## src/rtl/alu_issue_ctrl_if.sv

```systemverilog
// Instruction and result handshakes between the issue controller and its neighbours.
// master = upstream/downstream side, slave = alu_issue_ctrl.
interface alu_issue_ctrl_if #(
    parameter int DATA_W = 8
) ();
    logic              in_valid;
    logic              in_ready;
    logic [8:0]        instr;
    logic              res_valid;
    logic              res_ready;
    logic [DATA_W-1:0] res_data;
    logic [1:0]        res_rd;

    modport master (
        output in_valid, instr, res_ready,
        input  in_ready, res_valid, res_data, res_rd
    );

    modport slave (
        input  in_valid, instr, res_ready,
        output in_ready, res_valid, res_data, res_rd
    );
endinterface

```

## src/rtl/alu_issue_ctrl.sv

```systemverilog
// Issue controller for the 8-bit combinational ALU: 4-entry register file, IDLE/ISSUE/RESP FSM.
// Define ALU_ISSUE_BYPASS_EN to accept a new instruction straight out of RESP (1 instr / 2 cycles).
module alu_issue_ctrl #(
    parameter int DATA_W = 8,
    parameter int NREG   = 4
) (
    input  logic              clk,
    input  logic              rst_n,
    alu_issue_ctrl_if.slave   io,
    input  logic              ld_en,
    input  logic [1:0]        ld_addr,
    input  logic [DATA_W-1:0] ld_data,
    output logic [DATA_W-1:0] alu_a,
    output logic [DATA_W-1:0] alu_b,
    output logic [2:0]        alu_ctrl,
    input  logic [DATA_W-1:0] alu_result
);

    typedef enum logic [1:0] {IDLE, ISSUE, RESP} state_t;

    typedef struct packed {
        logic [2:0] op;
        logic [1:0] rd;
        logic [1:0] rs1;
        logic [1:0] rs2;
    } instr_t;

    state_t                        state_q, state_d;
    instr_t                        ins_q, ins_d;
    logic [NREG-1:0][DATA_W-1:0]   rf_q, rf_d;
    logic [DATA_W-1:0]             a_hold_q, a_hold_d;
    logic [DATA_W-1:0]             b_hold_q, b_hold_d;
    logic [DATA_W-1:0]             res_data_q, res_data_d;
    logic [1:0]                    res_rd_q, res_rd_d;
    logic                          res_valid_q, res_valid_d;
    logic                          in_ready;
    logic                          accept;

`ifdef ALU_ISSUE_BYPASS_EN
    assign in_ready = (state_q == IDLE) || ((state_q == RESP) && io.res_ready);
`else
    assign in_ready = (state_q == IDLE);
`endif
    assign accept = io.in_valid && in_ready;

    // Operands read the register file live during ISSUE; rf_q already holds any write
    // committed on the accepting edge, and nothing else can land until the closing edge.
    assign alu_a    = (state_q == ISSUE) ? rf_q[ins_q.rs1] : a_hold_q;
    assign alu_b    = (state_q == ISSUE) ? rf_q[ins_q.rs2] : b_hold_q;
    assign alu_ctrl = ins_q.op;

    assign io.in_ready  = in_ready;
    assign io.res_valid = res_valid_q;
    assign io.res_data  = res_data_q;
    assign io.res_rd    = res_rd_q;

    always_comb begin
        state_d     = state_q;
        ins_d       = ins_q;
        rf_d        = rf_q;
        a_hold_d    = alu_a;
        b_hold_d    = alu_b;
        res_data_d  = res_data_q;
        res_rd_d    = res_rd_q;
        res_valid_d = res_valid_q;

        if (ld_en)
            rf_d[ld_addr] = ld_data;

        case (state_q)
            ISSUE: begin
                // Writeback is applied after the load so it wins on an address clash.
                rf_d[ins_q.rd] = alu_result;
                res_data_d     = alu_result;
                res_rd_d       = ins_q.rd;
                res_valid_d    = 1'b1;
                state_d        = RESP;
            end
            RESP: begin
                if (io.res_ready) begin
                    res_valid_d = 1'b0;
                    state_d     = IDLE;
                end
            end
            default: ;
        endcase

        if (accept) begin
            ins_d       = instr_t'(io.instr);
            res_valid_d = 1'b0;
            state_d     = ISSUE;
        end
    end

    always_ff @(posedge clk or negedge rst_n) begin
        if (!rst_n) begin
            state_q     <= IDLE;
            ins_q       <= '0;
            rf_q        <= '0;
            a_hold_q    <= '0;
            b_hold_q    <= '0;
            res_data_q  <= '0;
            res_rd_q    <= '0;
            res_valid_q <= 1'b0;
        end else begin
            state_q     <= state_d;
            ins_q       <= ins_d;
            rf_q        <= rf_d;
            a_hold_q    <= a_hold_d;
            b_hold_q    <= b_hold_d;
            res_data_q  <= res_data_d;
            res_rd_q    <= res_rd_d;
            res_valid_q <= res_valid_d;
        end
    end

endmodule

```

## src/flat_wrapper.sv

```systemverilog
// flat-port wrapper written by rule: the top's interface ports become plain ports
module alu_issue_ctrl_flat 
#(
    parameter int DATA_W = 8,
    parameter int NREG   = 4
)
  (clk, rst_n, ld_en, ld_addr, ld_data, alu_a, alu_b, alu_ctrl, alu_result, io_in_valid, io_instr, io_res_ready, io_in_ready, io_res_valid, io_res_data, io_res_rd);
  alu_issue_ctrl_if #(.DATA_W(DATA_W)) io_i ();
  input  logic clk;
  input  logic rst_n;
  input  logic ld_en;
  input  logic [1:0] ld_addr;
  input  logic [DATA_W-1:0] ld_data;
  output logic [DATA_W-1:0] alu_a;
  output logic [DATA_W-1:0] alu_b;
  output logic [2:0] alu_ctrl;
  input  logic [DATA_W-1:0] alu_result;
  input wire logic [$bits(io_i.in_valid)-1:0] io_in_valid;
  input wire logic [$bits(io_i.instr)-1:0] io_instr;
  input wire logic [$bits(io_i.res_ready)-1:0] io_res_ready;
  output wire logic [$bits(io_i.in_ready)-1:0] io_in_ready;
  output wire logic [$bits(io_i.res_valid)-1:0] io_res_valid;
  output wire logic [$bits(io_i.res_data)-1:0] io_res_data;
  output wire logic [$bits(io_i.res_rd)-1:0] io_res_rd;
  assign io_i.in_valid = io_in_valid;
  assign io_i.instr = io_instr;
  assign io_i.res_ready = io_res_ready;
  assign io_in_ready = io_i.in_ready;
  assign io_res_valid = io_i.res_valid;
  assign io_res_data = io_i.res_data;
  assign io_res_rd = io_i.res_rd;
  alu_issue_ctrl #(.DATA_W(DATA_W), .NREG(NREG)) u_core (.clk(clk), .rst_n(rst_n), .io(io_i), .ld_en(ld_en), .ld_addr(ld_addr), .ld_data(ld_data), .alu_a(alu_a), .alu_b(alu_b), .alu_ctrl(alu_ctrl), .alu_result(alu_result));
endmodule
```

## config.mk

```make
export PLATFORM = sky130hd
export DESIGN_NAME = alu_issue_ctrl_flat
export DESIGN_NICKNAME = d
export VERILOG_FILES = /design/src/rtl/alu_issue_ctrl_if.sv /design/src/rtl/alu_issue_ctrl.sv /design/src/flat_wrapper.sv
export SDC_FILE = /design/constraint.sdc
export NUM_CORES = 1
export LEC_CHECK = 0
export CORE_ASPECT_RATIO = 1.1
export CORE_UTILIZATION = 47
export DETAILED_ROUTE_END_ITERATION = 16
export PLACE_DENSITY = 0.79
export SLEW_MARGIN = 20
export SYNTH_ARGS = -nofsm -noshare
export SYNTH_HDL_FRONTEND = slang
export SYNTH_SLANG_ARGS = --single-unit
export TNS_END_PERCENT = 5
```

## constraint.sdc

```tcl
create_clock -name clk -period 1.6 [get_ports clk]
set_input_delay 0.4 -clock clk [delete_from_list [all_inputs] [get_ports clk]]
set_output_delay 0.4 -clock clk [all_outputs]
set_load 0.03 [all_outputs]
```

# Word level (Yosys, flattened, before mapping)
# Index checks and enable logic that the tools add are counted.
[word_totals]
ff_bits = 70
input_bits = 32
out_inout_bits = 31
elab_cells = 49
[op_classes]
magnitude_cmp = 6
eq_ne = 3
mux = 20
n_reduce_logical = 6
[ops]
columns = ["cell", "n"]
rows = [
  ["bitwise mux 32 bit", 2],
  ["two-way mux 32 bit", 2],
  ["two-way mux 8 bit", 6],
  ["binary-select mux 8 bit (select 2 bit)", 2],
  ["demux 8 bit (select 2 bit)", 2],
  ["< comparator 2 x 3 -> 1 bit, second input constant", 4],
  ["greater-or-equal comparator 2 x 1 -> 1 bit, second input constant", 2],
  ["two-way mux 2 bit", 2],
  ["case mux 2 bit (2 select lines)", 1],
  ["logical AND 1 bit", 3],
  ["!= test 3 x 2 -> 1 bit, second input constant", 1],
  ["nonzero test 3 bit", 1],
  ["== test 2 x 1 -> 1 bit, second input constant", 1],
  ["== test 2 bit, second input constant", 1],
  ["zero test 2 bit", 1],
  ["two-way mux 1 bit", 2],
  ["case mux 1 bit (2 select lines)", 1],
  ["AND reduction 2 bit", 1],
]

# Depth between registers and ports, before layout
# Gate-level depths: netlist of the first run.
[depth]
word_depth = 8
depth_mapped = 8
depth_no_buf = 5

# Worst setup path before layout of the first run
# OpenSTA, ideal clock, no wires.
[synth_path]
path_type = "register to output"
startpoint = "register u_core.state_q[1]"
endpoint = "output alu_a[0]"
arrival_ns = 2.111
slack_ns = -0.911
path_stages_with_launch = 8
path_buffers = 3
cell_sequence = "dfrtp_1 -> inv_1 -> ha_1 -> buf_4 -> buf_2 -> buf_4 -> nand2_1 -> o21ai_0"
[synth_via]
elab_chain_len = 2
[synth_rtl]
columns = ["element", "line_no", "rtl"]
rows = [
  ["start, declared", "alu_issue_ctrl.sv:28", "state_t state_q, state_d;"],
  ["start signal, assigned", "alu_issue_ctrl.sv:106", "state_q <= state_d;"],
  ["== test 2 x 1 -> 1 bit", "alu_issue_ctrl.sv:48", "assign alu_a = (state_q == ISSUE) ? rf_q[ins_q.rs1] : a_hold_q;"],
  ["two-way mux 8 bit", "alu_issue_ctrl.sv:48", ""],
  ["end, declared", "flat_wrapper.sv:14", "output logic [DATA_W-1:0] alu_a;"],
]
# Every way passes these cells.

# Worst setup path in the final report of the first run
[layout_path]
startpoint = "register u_core.ins_q[2] (netlist bit)"
endpoint = "output alu_a[1]"
[layout_via]
elab_chain_len = 3
[layout_rtl]
columns = ["element", "line_no", "rtl"]
rows = [
  ["start, declared", "alu_issue_ctrl.sv:29", "instr_t ins_q, ins_d;"],
  ["start signal, assigned", "alu_issue_ctrl.sv:107", "ins_q <= ins_d;"],
  ["binary-select mux 8 bit (select 2 bit)", "alu_issue_ctrl.sv:48", ""],
  ["two-way mux 8 bit (implied by the code)", "alu_issue_ctrl.sv:48", ""],
  ["two-way mux 8 bit", "alu_issue_ctrl.sv:48", ""],
]
# Every way passes these cells. The select of a mux whose other input is x is not followed.

==> flow_metrics.py, run 1 <==
metrics = {
    "power_and_ir_drop": {
        "powerDensity_mw_per_mm2": 2340,
        "power_frac_clock_pct": 13.1,
        "leakage_uw": 0.00230,
        "power.internal_uw": 7180,
        "pwr-share-comb_pct": 60.0,
        "pwr-share-seq_pct": 27.0,
        "vdd_drop_max_uv": 1430,
        "p_sw_share_pct": 41.7,
        "p_sw_uw": 5140,
    },
    "detailed_routing": {
        "wl_per_cell_um": 18.3,
        "antenna_left": 0,
        "drc": 0,
        "drt-initial-drc-count": 296,
        "drt-total-wl_um": 9710,
        "first_pass_iters": 5,
        "num_vias": 3036,
        "avgViaCountPerCell": 5.74,
    },
    "finish": {
        "nFillCells": 461,
        "n_antenna_cell": 0,
        "final_nets": 474,
        "layout_common_cells": "nand2_1 (66), dfrtp_1 (66), a31oi_1 (31)",
        "area_delta_synth_final_pct": 52.7,
        "multi_input_area_mm2": 0.00209,
        "final-seq-area_mm2": 0.00173,
        "drive_above_1_share_pct": 37.8,
    },
    "global_routing": {
        "grt_max_degree": 70,
        "grt_pass1_wl_um": 15400,
        "grtUsageTotal_pct": 25.6,
        "grt_pass1_vias": 3031,
        "grt-ovfl-total": 0,
        "antenna_found_initial": 0,
    },
    "clock_tree": {
        "cts_buffers": 9,
        "clock_path_buffers": 2,
        "htreeDepth": 3,
        "cts.sinks": 69,
        "worstSkewPairLatency_ns": 0.34,
        "ctsHoldBuffers": 0,
        "root_buffer": "clkbuf_8",
        "cts_tree": "built",
        "path_clk_slew_ns": 0.07,
    },
    "timing": {
        "worst_pin_slew_ns": 0.374,
        "slew_viol_final": 0,
        "layout_setup_ws_ns": -0.473,
        "slew_headroom_pct": 75.0,
        "clock_skew_ns": 0.00576,
        "fin_setup_tns_ns": -7.48,
        "finalCriticalPeriod_ns": 2.07,
        "rsz0062_at_grt": "true",
        "setup_violations": 25,
        "fin_crit_sh_pct": 130,
        "max_freq_ghz": 0.482,
        "hold_viol": 0,
    },
    "setup_path": {
        "cp_max_fo": 5,
        "cp_slowest_stage_delay_ns": 0.47,
        "crit_family": "buffers and inverters",
        "path_cells": "clkbuf_16 > buf_4 > mux2i_1 > buf_4 > o21ai_4 > buf_6",
        "crit_top_cell": "buf_4",
        "crit_type": "reg -> out",
        "cp_data_required_time_ns": 1.20,
        "start_kind": "flop",
        "cp.arrival_ns": 1.67,
        "cp_slowest_cell": "dfrtp_2",
        "worstSetupEndpointType": "output port",
        "crit_buf_inv": 4,
    },
    "placed_design": {
        "place_congestion": 0.884,
        "dp_hpwl_um": 6470,
        "place_ws_ns": -0.206,
        "port-buffer-count": 62,
    },
    "synth": {
        "synthCells": 349,
        "synth_top_area_cell": "dfrtp_1",
        "yosys_warnings": 0,
        "synth_seq_area_share_pct": 50.0,
        "synth_fp_nets": 384,
        "ys_ff_latch": 69,
        "post-synth-top-area-fraction_pct": 50.0,
        "ys_types": 27,
        "postSynthAreaPerCell_um2": 9.89,
        "synth_area_leaders": "dfrtp_1 (50%), mux2_2 (11%), nand2_1 (7.4%)",
        "syn_area_mm2": 0.00345,
    },
    "floorplanning": {
        "ios": 63,
        "num_rows": 32,
        "initial_core_util_pct": 49.0,
        "core_mm2": 0.00705,
        "die-area_mm2": 0.00769,
        "dieWidth_um": 83.7,
        "die_h_um": 91.9,
    },
    "status": {
        "violations": "setup timing",
        "outcome": "finished, violations left",
    },
    "job": {
        "max-cap-violations": 0,
    },
    "min_path": {
        "hold_class": "in -> async",
    },
}
## per-stage QoR
stage / cell area (um^2) / std cells / util (%) / power (uW) / hold slack (ns)
after floorplan: 3900 / 349 / - / 7810 / 0.104
after global placement: 4790 / 507 / 68.0 / 9790 / 0.453
after detailed placement: 4790 / 507 / 68.0 / 9970 / 0.454
after CTS: 5100 / 524 / 72.4 / 11800 / 0.0882
after global routing: 5270 / 529 / 74.8 / 12900 / 0.0996
final: 5270 / 529 / 74.8 / 12300 / 0.0751
## state kept, by name, summed over array words and instances, names as in the netlist
signal and count:
u_core.b_hold_q 8, u_core.a_hold_q 8, u_core.state_q 2, u_core.io.res_data 8
u_core.ins_q 6, u_core.io.res_rd 2, u_core.rf_q 32, u_core.alu_ctrl 3
## worst paths after layout
kind                                              startpoint                                end  cells after the start  slack (ns)
setup / recovery                 u_core.ins_q[2]$_DFFE_PN0P_                           alu_a[1]                      6       -0.47
hold / removal                                         rst_n      u_core.state_q[0]$_DFFE_PN0P_                      2        0.08
setup reg to reg               u_core.state_q[1]$_DFFE_PN0P_           u_core.rf_q[5]$_DFF_PN0_                      7       -0.06
hold reg to reg            u_core.io.res_data[0]$_DFFE_PN0N_  u_core.io.res_data[0]$_DFFE_PN0N_                      1        0.50
max in group asynchronous                              rst_n        u_core.ins_q[2]$_DFFE_PN0P_                      2        1.21
min in group clk           u_core.io.res_data[0]$_DFFE_PN0N_  u_core.io.res_data[0]$_DFFE_PN0N_                      1        0.50
## synth_stat cells
| library cell | instances |
|---|---|
| dfrtp_1 | 69 |
| nand2_1 | 68 |
| mux2_2 | 35 |
| a31oi_1 | 31 |
| nor2_1 | 31 |
| nor2b_1 | 18 |
| a21oi_1 | 17 |
| o21ai_0 | 17 |
| mux2i_1 | 16 |
| buf_2 | 9 |
| buf_4 | 7 |
| clkbuf_1 | 5 |
| clkbuf_2 | 3 |
| ha_1 | 3 |
| inv_1 | 3 |
| nand3b_1 | 3 |
| and3b_1 | 2 |
| nand3_1 | 2 |
| or3b_1 | 2 |
| a22o_1 | 1 |
| a22oi_1 | 1 |
| a31oi_2 | 1 |
| and3_1 | 1 |
| buf_6 | 1 |
| nand3b_2 | 1 |
| nor2_2 | 1 |
| nor3b_2 | 1 |
## what timing repair did
action,in CTS,in global routing
setup endpoints to repair,39,25
cloned,0,2
pin swaps,1,13
resized for setup,40,29
setup buffers,1,3
## layout make-up
cell class,instances,area share [%]
Clock inverter,4,1.33
Multi-Input combinational cell,252,39.6
Sequential cell,69,32.8
Inverter,3,0.214
Timing Repair Buffer,104,21.0
Tap cell,85,2.02
Clock buffer,12,2.94
## routing by layer
layer / global-route usage [%] / vias up / wire, um
met5: 0 / - / 0
met4: 10.3 / 0 / 337
met3: 3.78 / 25 / 511
met2: 42.8 / 119 / 4940
met1: 33.5 / 1511 / 3920
li1: - / 1381 / -
## cells by family after synthesis
family	share of synthesized area [%]
compound gates	11.4
fa+ha+maj	1.09
buf+inv	4.46
flops	50.0
mux	16.1
simple gates	17.0
## worst register-to-register path: stages, from the launching register on
cell     delay, ns
dfrtp_2       0.41
inv_2         0.08
ha_4          0.17
buf_8         0.14
or3b_4        0.40
buf_12        0.17
nor2_2        0.10
a31oi_1       0.06
## power by group through the flow
stage / clock network (uW) / logic (uW) / registers [uW]
5_1_grt: 1710 / 7810 / 3410
4_1_cts: 1630 / 6940 / 3240
3_5_place_dp: 0 / 6730 / 3250
2_1_floorplan: 0 / 4460 / 3360
3_3_place_gp: 0 / 6590 / 3200
6_report: 1610 / 7390 / 3320
Note: power is estimated with default switching activity, not from simulation.
==> run 2, diff against run 1 <==
--- a/config.mk
+++ b/config.mk
@@ -8,7 +8,7 @@
 export CORE_ASPECT_RATIO = 1.1
 export CORE_UTILIZATION = 47
 export DETAILED_ROUTE_END_ITERATION = 16
-export PLACE_DENSITY = 0.79
+export PLACE_DENSITY = 0.76
 export SLEW_MARGIN = 20
 export SYNTH_ARGS = -nofsm -noshare
 export SYNTH_HDL_FRONTEND = slang
==> run 2 against run 1 <==
Effect of this change:
- the run still ends with setup timing left
- final cell count down 0.38%
- power fell by 5.2%
- clock-buffer cell count shrank 3
- first-iteration DRC count down 11%
- clock power decreased by 14%
- largest cell class unchanged
- critical path type unchanged
- clock skew rose by 0.0011 ns
==> flow_metrics.py, run 2 (synthesized netlist as in run 1, its figures left out) <==
metrics = {
    "timing": {
        "fin_crit_sh_pct": 128,
        "slew_viol_final": 0,
        "hold_ws_ns": 0.0336,
        "fin_setup_tns_ns": -7.32,
        "setup_violations": 26,
        "finalCriticalPeriod_ns": 2.04,
        "max_freq_ghz": 0.489,
        "rsz0062_at_grt": "true",
        "hold_viol": 0,
        "layout_setup_ws_ns": -0.445,
        "clock_skew_ns": 0.00684,
        "worst_pin_slew_ns": 0.350,
        "slew_headroom_pct": 76.0,
    },
    "global_routing": {
        "antenna_found_initial": 0,
        "grt_max_degree": 70,
        "grt_pass1_wl_um": 15100,
        "grt_pass1_vias": 2925,
        "grtUsageTotal_pct": 25.5,
        "grt-ovfl-total": 0,
    },
    "setup_path": {
        "crit_buf_inv": 2,
        "cp_data_required_time_ns": 1.20,
        "cp_num_cells": 5,
        "cp.arrival_ns": 1.64,
        "crit_type": "reg -> out",
        "r2r_cells": 7,
        "path_cells": "buf_8 > mux2_2 > a21oi_4 > o21ai_4 > buf_6",
        "crit_family": "flip-flops",
        "worstSetupEndpointType": "output port",
        "cp_slowest_cell": "dfrtp_2",
        "cp_slowest_stage_delay_ns": 0.39,
        "cp_max_fo": 7,
        "start_kind": "flop",
    },
    "power_and_ir_drop": {
        "powerDensity_mw_per_mm2": 2290,
        "p_sw_share_pct": 43.0,
        "vdd_drop_max_uv": 1620,
        "power.internal_uw": 6660,
        "p_sw_uw": 5020,
        "leakage_uw": 0.00222,
        "power_frac_clock_pct": 11.9,
        "pwr-share-seq_pct": 27.9,
        "pwr-share-comb_pct": 60.2,
        "total_power_uw": 11700,
    },
    "finish": {
        "final_nets": 472,
        "top_register": "u_core.rf_q",
        "largest_reg_flops": 32,
        "area_delta_synth_final_pct": 47.7,
        "layout_common_cells": "nand2_1 (66), dfrtp_1 (66), mux2_2 (32)",
        "drive_above_1_share_pct": 36.2,
        "final_cell_count_no_fill": 527,
        "final_core_util_pct": 72.4,
        "n_antenna_cell": 0,
        "nFillCells": 500,
    },
    "placed_design": {
        "place_congestion": 0.831,
        "port-buffer-count": 62,
        "dp.cells": 505,
        "dp_hpwl_um": 6370,
    },
    "clock_tree": {
        "cts_buffers": 9,
        "ctsHoldBuffers": 0,
        "path_clk_slew_ns": 0.08,
        "htreeDepth": 3,
        "cts.sinks": 69,
        "clock_path_buffers": 2,
        "root_buffer": "clkbuf_8",
        "worstSkewPairLatency_ns": 0.35,
        "cts_tree": "built",
    },
    "floorplanning": {
        "dieWidth_um": 83.7,
        "core_mm2": 0.00705,
        "die-area_mm2": 0.00769,
        "ios": 63,
        "initial_core_util_pct": 49.0,
        "die_h_um": 91.9,
        "num_rows": 32,
    },
    "detailed_routing": {
        "drt-total-wl_um": 8900,
        "wl_per_cell_um": 16.9,
        "antenna_left": 0,
        "drt-initial-drc-count": 264,
        "num_vias": 2899,
        "avgViaCountPerCell": 5.50,
        "first_pass_iters": 4,
        "drc": 0,
    },
    "status": {
        "outcome": "finished, violations left",
        "violations": "setup timing",
    },
    "job": {
        "max-cap-violations": 0,
    },
    "min_path": {
        "hold_class": "in -> async",
    },
}
-- run 2: cell types whose count changed in the layout (fill, tap and decap cells not counted), moves of 2 or more --
| cell | delta |
|---|---|
| buf_12 | -3 |
| buf_6 | +4 |
| clkbuf_16 | -2 |
| clkbuf_8 | -2 |
| clkinv_2 | +2 |
| mux2_2 | +8 |
| mux2_4 | -8 |
| nor2_1 | +7 |
| nor2_2 | -4 |
| nor2_4 | -3 |
| nor2b_1 | -2 |
| nor2b_2 | +2 |
-- run 2: area by class of cell --
type | count | area [um^2] | area share (%)
timing repair buffer | 102 | 1040 | 20.3
clock buffer | 9 | 124 | 2.43
clock inverter | 7 | 66.3 | 1.30
multi-input combinational | 252 | 2030 | 39.7
sequential | 69 | 1730 | 33.9
tap | 85 | 106 | 2.08
inverter | 3 | 11.3 | 0.221
-- run 2: timing repair --
item	4_1_cts	5_1_grt
gates resized for setup	48	6
endpoints found under the setup margin	40	34
cloned	0	0
setup buffers	6	0
pin swaps	1	0
-- run 2: final timing paths --
path | start | endpoint | slack [ns]
max | u_core.ins_q[0]$_DFFE_PN0P_ | alu_b[6] | -0.44
min | rst_n | u_core.ins_q[3]$_DFFE_PN0P_ | 0.03
max reg2reg | u_core.state_q[1]$_DFFE_PN0P_ | u_core.rf_q[0]$_DFF_PN0_ | -0.05
min reg2reg | u_core.io.res_data[3]$_DFFE_PN0N_ | u_core.io.res_data[3]$_DFFE_PN0N_ | 0.50
max in group asynchronous | rst_n | u_core.ins_q[0]$_DFFE_PN0P_ | 1.22
min in group clk | u_core.io.res_data[3]$_DFFE_PN0N_ | u_core.io.res_data[3]$_DFFE_PN0N_ | 0.50
-- run 2: metrics by stage --
stage | worst slack, ns | cell area, um^2
final | -0.445 | 5100
after global routing | -0.514 | 5100
after CTS | -0.456 | 5080
after detailed placement | -0.334 | 4750
after global placement | -0.304 | 4750
after floorplan | -0.216 | 3900
-- run 2: power by group through the flow --
stage	registers, uW	clock network [uW]	logic, uW
final	3260	1390	7040
after global routing	3340	1510	7480
after detailed placement	3350	0	6540
after floorplan	3360	0	4460
after global placement	3290	0	6400
after CTS	3230	1410	7030
-- run 2: metal layers --
metal	vias to the layer above	wire length [um]	track usage, %
met5	-	0	0
met4	0	191	11.4
met3	14	461	3.33
met2	88	4270	40.7
met1	1418	3980	34.8
li1	1379	-	-
==> variant 1 (config.mk and constraints of run 1) <==
Build with the macro `ALU_ISSUE_BYPASS_EN` defined.
--- a/src/rtl/alu_issue_ctrl.sv
+++ b/src/rtl/alu_issue_ctrl.sv
@@ -1,5 +1,7 @@
 // Issue controller for the 8-bit combinational ALU: 4-entry register file, IDLE/ISSUE/RESP FSM.
 // Define ALU_ISSUE_BYPASS_EN to accept a new instruction straight out of RESP (1 instr / 2 cycles).
+`define ALU_ISSUE_BYPASS_EN
+
 module alu_issue_ctrl #(
     parameter int DATA_W = 8,
     parameter int NREG   = 4
Check against the original RTL: not equivalent (a bounded check fails within 4 cycles, from zero or initial values and one cycle with rst_n low).
==> variant 1 against run 1 <==
The flow finishes with violations (DRC, setup timing); sequential cell count unchanged; wire length decreased by 4.5%; highest routed layer unchanged; total power decreased by 2.1%; die area increased by 0.28%; first-iteration DRC count decreased by 43%; non-clock buffer count decreased by 6; critical endpoint unchanged; largest power group unchanged; synthesized area increased by 0.29%; register-to-register slack got worse by 0.05 ns; utilization decreased by 3.7 points; setup slack got worse by 0.065 ns; cell area decreased by 4.3%; critical path type unchanged; critical path depth increased by 2.
==> variant 1: results (changes against run 1) <==
- The headroom to the max-slew limit is 76.0% (+0.96 points).
- The worst endpoint data arrival time is 1.74 ns (+0.07 ns).
- The instance count after placement with tap cells included came to 502 (-0.99%).
- The detailed-placement wirelength estimate is 6.29 mm (-2.8%).
- The cell area after placement came to 4600 um^2 (-3.9%).
- The via density per instance is 5.55 (-3.3%).
- The final net count is 470 (-0.84%).
- The number of global-route vias before repair is 3036 (+0.16%).
- The maximum fanout count along the critical path is 8 (+3).
- The setup clock skew after layout is 0.00582 ns (+0.0000638 ns).
- The logic depth of the worst register-to-register path is 8 (+1).
- The fraction of the yosys area taken by sequential cells is 49.9% (-0.14 points).
- The minimum setup slack in the final design is -0.538 ns (-0.0650 ns).
- Yosys attributes the largest share of cell area to dfrtp_1, mux2_2, nand2_1, a31oi_1, mux2i_1.
- The iteration count of the initial detailed-routing pass is 11 (+6).
- The routability congestion estimate from global placement came to 0.876 (-0.87%).
- The share of post-route cells with drive strength above 1 is 37.0% (-0.79 points).
- The detailed-route wire length per cell is 17.7 um (-3.8%).
- The net count after synthesis came to 386 (+0.52%).
- The worst IR drop on VDD is 0.00113 V (-21%).
- The run finished, with violations left.
- The final reports fail on DRC, setup timing.
- The synthesized instance count is 351 (+0.57%).
- The number of setup violations in the final report is 25 (unchanged).
- Counting instances in the post-synthesis netlist gives the leading cell types as dfrtp_1, nand2_1, mux2_2, a31oi_1, nor2_1.
- The number of DRC markers in iteration 0 came to 169 (-43%).
- The non-filler instance count after layout came to 525 (-0.76%).
- The residual DRC count is 4 (+4).
- The reported leakage power was 0.00220 uW (-4.3%).
- The number of distinct library cells after synthesis came to 28 (+3.7%).
- The number of inserted filler cells in the final layout is 514 (+11%).
- The global-route wire length before repair came to 15.5 mm (+0.81%).
==> variant 1: path summary, 6_finish.rpt <==
kind	startpoint	end	slack (ns)
hold / removal	rst_n	u_core.io.res_rd[1]$_DFFE_PN0N_	0.05
min in group clk	u_core.alu_ctrl[2]$_DFFE_PN0P_	u_core.alu_ctrl[2]$_DFFE_PN0P_	0.51
max in group asynchronous	rst_n	u_core.ins_q[0]$_DFFE_PN0P_	1.23
setup reg to reg	u_core.state_q[1]$_DFFE_PN0P_	u_core.rf_q[7]$_DFF_PN0_	-0.11
setup / recovery	u_core.state_q[1]$_DFFE_PN0P_	alu_a[1]	-0.54
hold reg to reg	u_core.alu_ctrl[2]$_DFFE_PN0P_	u_core.alu_ctrl[2]$_DFFE_PN0P_	0.51
==> variant 1: critical path, stage by stage (launching register included) <==
cell	delay, ns
dfrtp_2	0.41
inv_2	0.08
ha_4	0.13
buf_6	0.12
nor2b_4	0.17
buf_12	0.17
a21oi_4	0.07
o21ai_4	0.08
buf_6	0.15
==> variant 1: cells by family after synthesis <==
logic type               Yosys count  synth area share [%]
adder cells (fa/ha/maj)            3                  1.08
AND/OR/NAND/NOR                  131                  17.2
flip-flops                        69                  49.9
buffers and inverters             28                  4.37
AO/OA/AOI/OAI                     69                  11.5
multiplexers                      51                  16.0
==> variant 1: layer usage <==
layer | up-vias | track usage, % | part of all wire, %
met4 | 0 | 8.33 | 1.5
met3 | 12 | 6.84 | 6.5
met1 | 1419 | 35.1 | 43
met5 | - | 0 | 0
li1 | 1382 | - | -
met2 | 100 | 42.8 | 49
==> variant 1: timing repair <==
action,4_1_cts,5_1_grt
endpoints found under the setup margin,89,51
hold buffers,0,0
cloned,1,0
resized for setup,53,6
pin swaps,5,4
setup buffers,5,1
==> variant 1: final cells by class <==
cell class	instances	area share (%)
timing repair buffer	98	19.3
clock inverter	7	1.98
multi-input combinational	254	39.6
tap	85	2.11
sequential	69	34.3
clock buffer	9	2.46
inverter	3	0.223
==> variant 1: power by group <==
| group | switching [uW] | internal [uW] | total [uW] |
|---|---|---|---|
| sequential | 696 | 2650 | 3340 |
| combinational | 3820 | 3300 | 7110 |
| clock | 729 | 882 | 1610 |
==> variant 1: stage by stage <==
stage / hold WS, ns / total power, uW / TNS (ns) / util [%] / setup WS [ns]
global route: 0.0758 / 12700 / -11.59 / 71.2 / -0.614
CTS: 0.0755 / 12000 / -9.66 / 70.7 / -0.552
global placement: 0.453 / 9610 / -14.09 / 65.0 / -0.606
finish: 0.0480 / 12100 / -9.30 / 71.2 / -0.538
floorplan: 0.104 / 7910 / -4.40 / - / -0.216
detailed placement: 0.457 / 9810 / -15.89 / 65.0 / -0.634
==> variant 2 (config.mk and constraints of run 1) <==
Made on the original files. Encoding of `state_t`: now one-hot (3 bits for 3 states).
--- a/src/rtl/alu_issue_ctrl.sv
+++ b/src/rtl/alu_issue_ctrl.sv
@@ -16,7 +16,7 @@
     input  logic [DATA_W-1:0] alu_result
 );
 
-    typedef enum logic [1:0] {IDLE, ISSUE, RESP} state_t;
+    typedef enum logic [2:0] {IDLE = 3'b001, ISSUE = 3'b010, RESP = 3'b100} state_t;
 
     typedef struct packed {
         logic [2:0] op;
Formal check against the unedited RTL: same outputs for any inputs over 4 cycles, from zero or initial values and one cycle with rst_n low; so few cycles prove little.
==> variant 2 against run 1 <==
The flow still finishes with violations (setup timing); fmax down 2.2%; wire length fell by 12%; first-iteration DRC count fell by 15%; setup slack got worse by 0.047 ns; synthesized area is 0.33% lower; critical path depth shrank 1; sequential cell count grew 1; utilization fell by 5.1 points; worst hold slack better by 0.41 ns; cell area shrank 6.8%.
Power is not compared: it rests on default switching activity, and its combinational part moved more than twofold at a synthesized area within 25%.
==> variant 2: results (changes against run 1) <==
- The fraction of the yosys area taken by sequential cells is 50.9% (+0.93 points).
- The buffer levels on the longest clock path came to 2 (unchanged).
- The maximum number of pins on one net before global-route repair is 31 (-56%).
- The post-synthesis async set-or-reset flop share came to 100% (unchanged).
- The power in the clock group is 1560 uW.
- The reported leakage power is 0.00216 uW.
- The detailed-placement wirelength estimate is 5.86 mm (-9.4%).
- The register with the most flip-flops is u_core.rf_q.
- The min-delay analysis places its worst path in the category reg2reg.
- The total number of vias is 2613 (-14%).
- The worst endpoint data arrival time came to 1.72 ns (+0.05 ns).
- Sorting the synthesized cells by area gives the leading types as dfrtp_1, mux2_2, mux4_2, nand2_1, mux2i_1.
- The routability congestion estimate from global placement is 0.793 (-10%).
- The number of levels the H-tree was split into is 3 (unchanged).
- By count the netlist is led by dfrtp_1, mux2_2, nand2_1, mux4_2, mux2i_1.
- The global routing usage summed across all routing layers was 24.1% (-1.6 points).
- The number of setup violations in the final report came to 44 (+76%).
- In this run the power spent charging and discharging nets is between 1000 and 1500 uW.
- The setup clock skew after layout is 0.0111 ns (+0.00534 ns).
- The worst setup timing slack at the placement stage is -0.363 ns (-0.157 ns).
- Clock tree synthesis selected as its root buffer the cell clkbuf_8.
- The number of inserted diodes is 0 (unchanged).
- The checks that failed: setup timing.
- The minimum setup slack in the final design is -0.520 ns (-0.0470 ns).
- The number of global-route vias before repair was 2798 (-7.7%).
- The iteration count of the initial detailed-routing pass is 4 (-1).
- The number of inserted filler cells in the final layout is 508 (+10%).
- VDD sags by at most between 0.0006 and 0.0007 V.
- The net count after synthesis came to 307 (-20%).
- The global-route wire length before repair came to 14.2 mm (-7.9%).
- The share of post-route cells with drive strength above 1 is 52.8% (+15 points).
- The run finished, with violations left.
- The number of distinct library cells after synthesis was 26 (-3.7%).
- The final net count was 396 (-16%).
- The depth of the worst hold-timing path is 2.
- The maximum fanout count along the critical path was 5 (unchanged).
- The initial antenna violation count is 0 (unchanged).
- The clock insertion delay at the later pin of the skew report came to 0.34 ns (about the same).
- The combinational gate power is 755 uW.
- The number of flops mapped to enable cells by yosys is 0 (unchanged).
- The number of DRC markers in iteration 0 was 252 (-15%).
- The headroom to the max-slew limit is 66.2% (-8.8 points).
- The detailed-route wire length per cell is 18.8 um (+2.6%).
-- variant 2: changes by cell type after synthesis, sizes merged, moves of 7 or more --
| cell | before | now |
|---|---|---|
| nor2b | 18 | 0 |
| a21oi | 17 | 9 |
| mux2 | 35 | 53 |
| nor2 | 32 | 3 |
| a31oi | 32 | 0 |
| o21ai | 17 | 10 |
| nor4 | 0 | 7 |
| nand2 | 68 | 48 |
| buf | 17 | 7 |
| mux4 | 0 | 16 |
| nand4 | 0 | 8 |
-- variant 2: path summary, 6_finish.rpt --
kind	from	endpoint	slack [ns]
setup / recovery	u_core.ins_q[0]$_DFFE_PN0N_	alu_b[0]	-0.52
hold / removal	u_core.b_hold_q[2]$_DFF_PN0_	u_core.b_hold_q[2]$_DFF_PN0_	0.48
setup reg to reg	u_core.state_q[2]$_DFFE_PN0P_	u_core.rf_q[26]$_DFF_PN0_	-0.10
hold reg to reg	u_core.b_hold_q[2]$_DFF_PN0_	u_core.b_hold_q[2]$_DFF_PN0_	0.48
max in group asynchronous	rst_n	u_core.state_q[0]$_DFFE_PN1P_	0.54
min in group asynchronous	rst_n	u_core.a_hold_q[5]$_DFF_PN0_	0.50
-- variant 2: layer usage --
metal  up-vias  GRT usage (%)  wire length [um]
met5         -              0                 0
met4         0           11.2               208
met3        17           3.96               383
met2        83           38.8              4410
met1      1337           32.0              3540
li1       1176              -                 -
-- variant 2: critical path, cell delays in order (launching register included) --
cell and delay [ns]:
dfrtp_1 0.41, buf_6 0.17, mux4_2 0.52, nand2_2 0.09, nand2_4 0.05, buf_6 0.13
-- variant 2: logic make-up after synthesis --
logic type,synth area share (%)
buf+inv,3.13
simple gates,10.7
flops,50.9
mux,32.3
compound gates,2.94
-- variant 2: cell type report --
cell class / instances / area [um^2] / share of cell area, %
Multi-Input combinational cell: 182 / 1820 / 36.9
Sequential cell: 70 / 1760 / 35.7
Timing Repair Buffer: 99 / 1020 / 20.7
Tap cell: 85 / 106 / 2.16
Clock inverter: 4 / 70.1 / 1.43
Clock buffer: 12 / 145 / 2.95
Inverter: 2 / 7.51 / 0.153
-- variant 2: stage by stage --
| stage | area [um^2] | cells | TNS (ns) | utilization [%] |
|---|---|---|---|---|
| final | 4920 | 454 | -10.09 | 69.8 |
| after global routing | 4920 | 454 | -12.47 | 69.8 |
| after CTS | 4860 | 454 | -9.61 | 68.9 |
| after detailed placement | 4460 | 434 | -11.70 | 63.3 |
| after global placement | 4460 | 434 | -10.76 | 63.3 |
| after floorplan | 3600 | 275 | -5.01 | - |
-- variant 2: what timing repair did --
item	4_1_cts	5_1_grt
gates resized for setup	63	13
hold buffers	1	0
setup endpoints to repair	70	59
buffers inserted	3	0
hold endpoints to repair	12	0
pin swaps	23	3
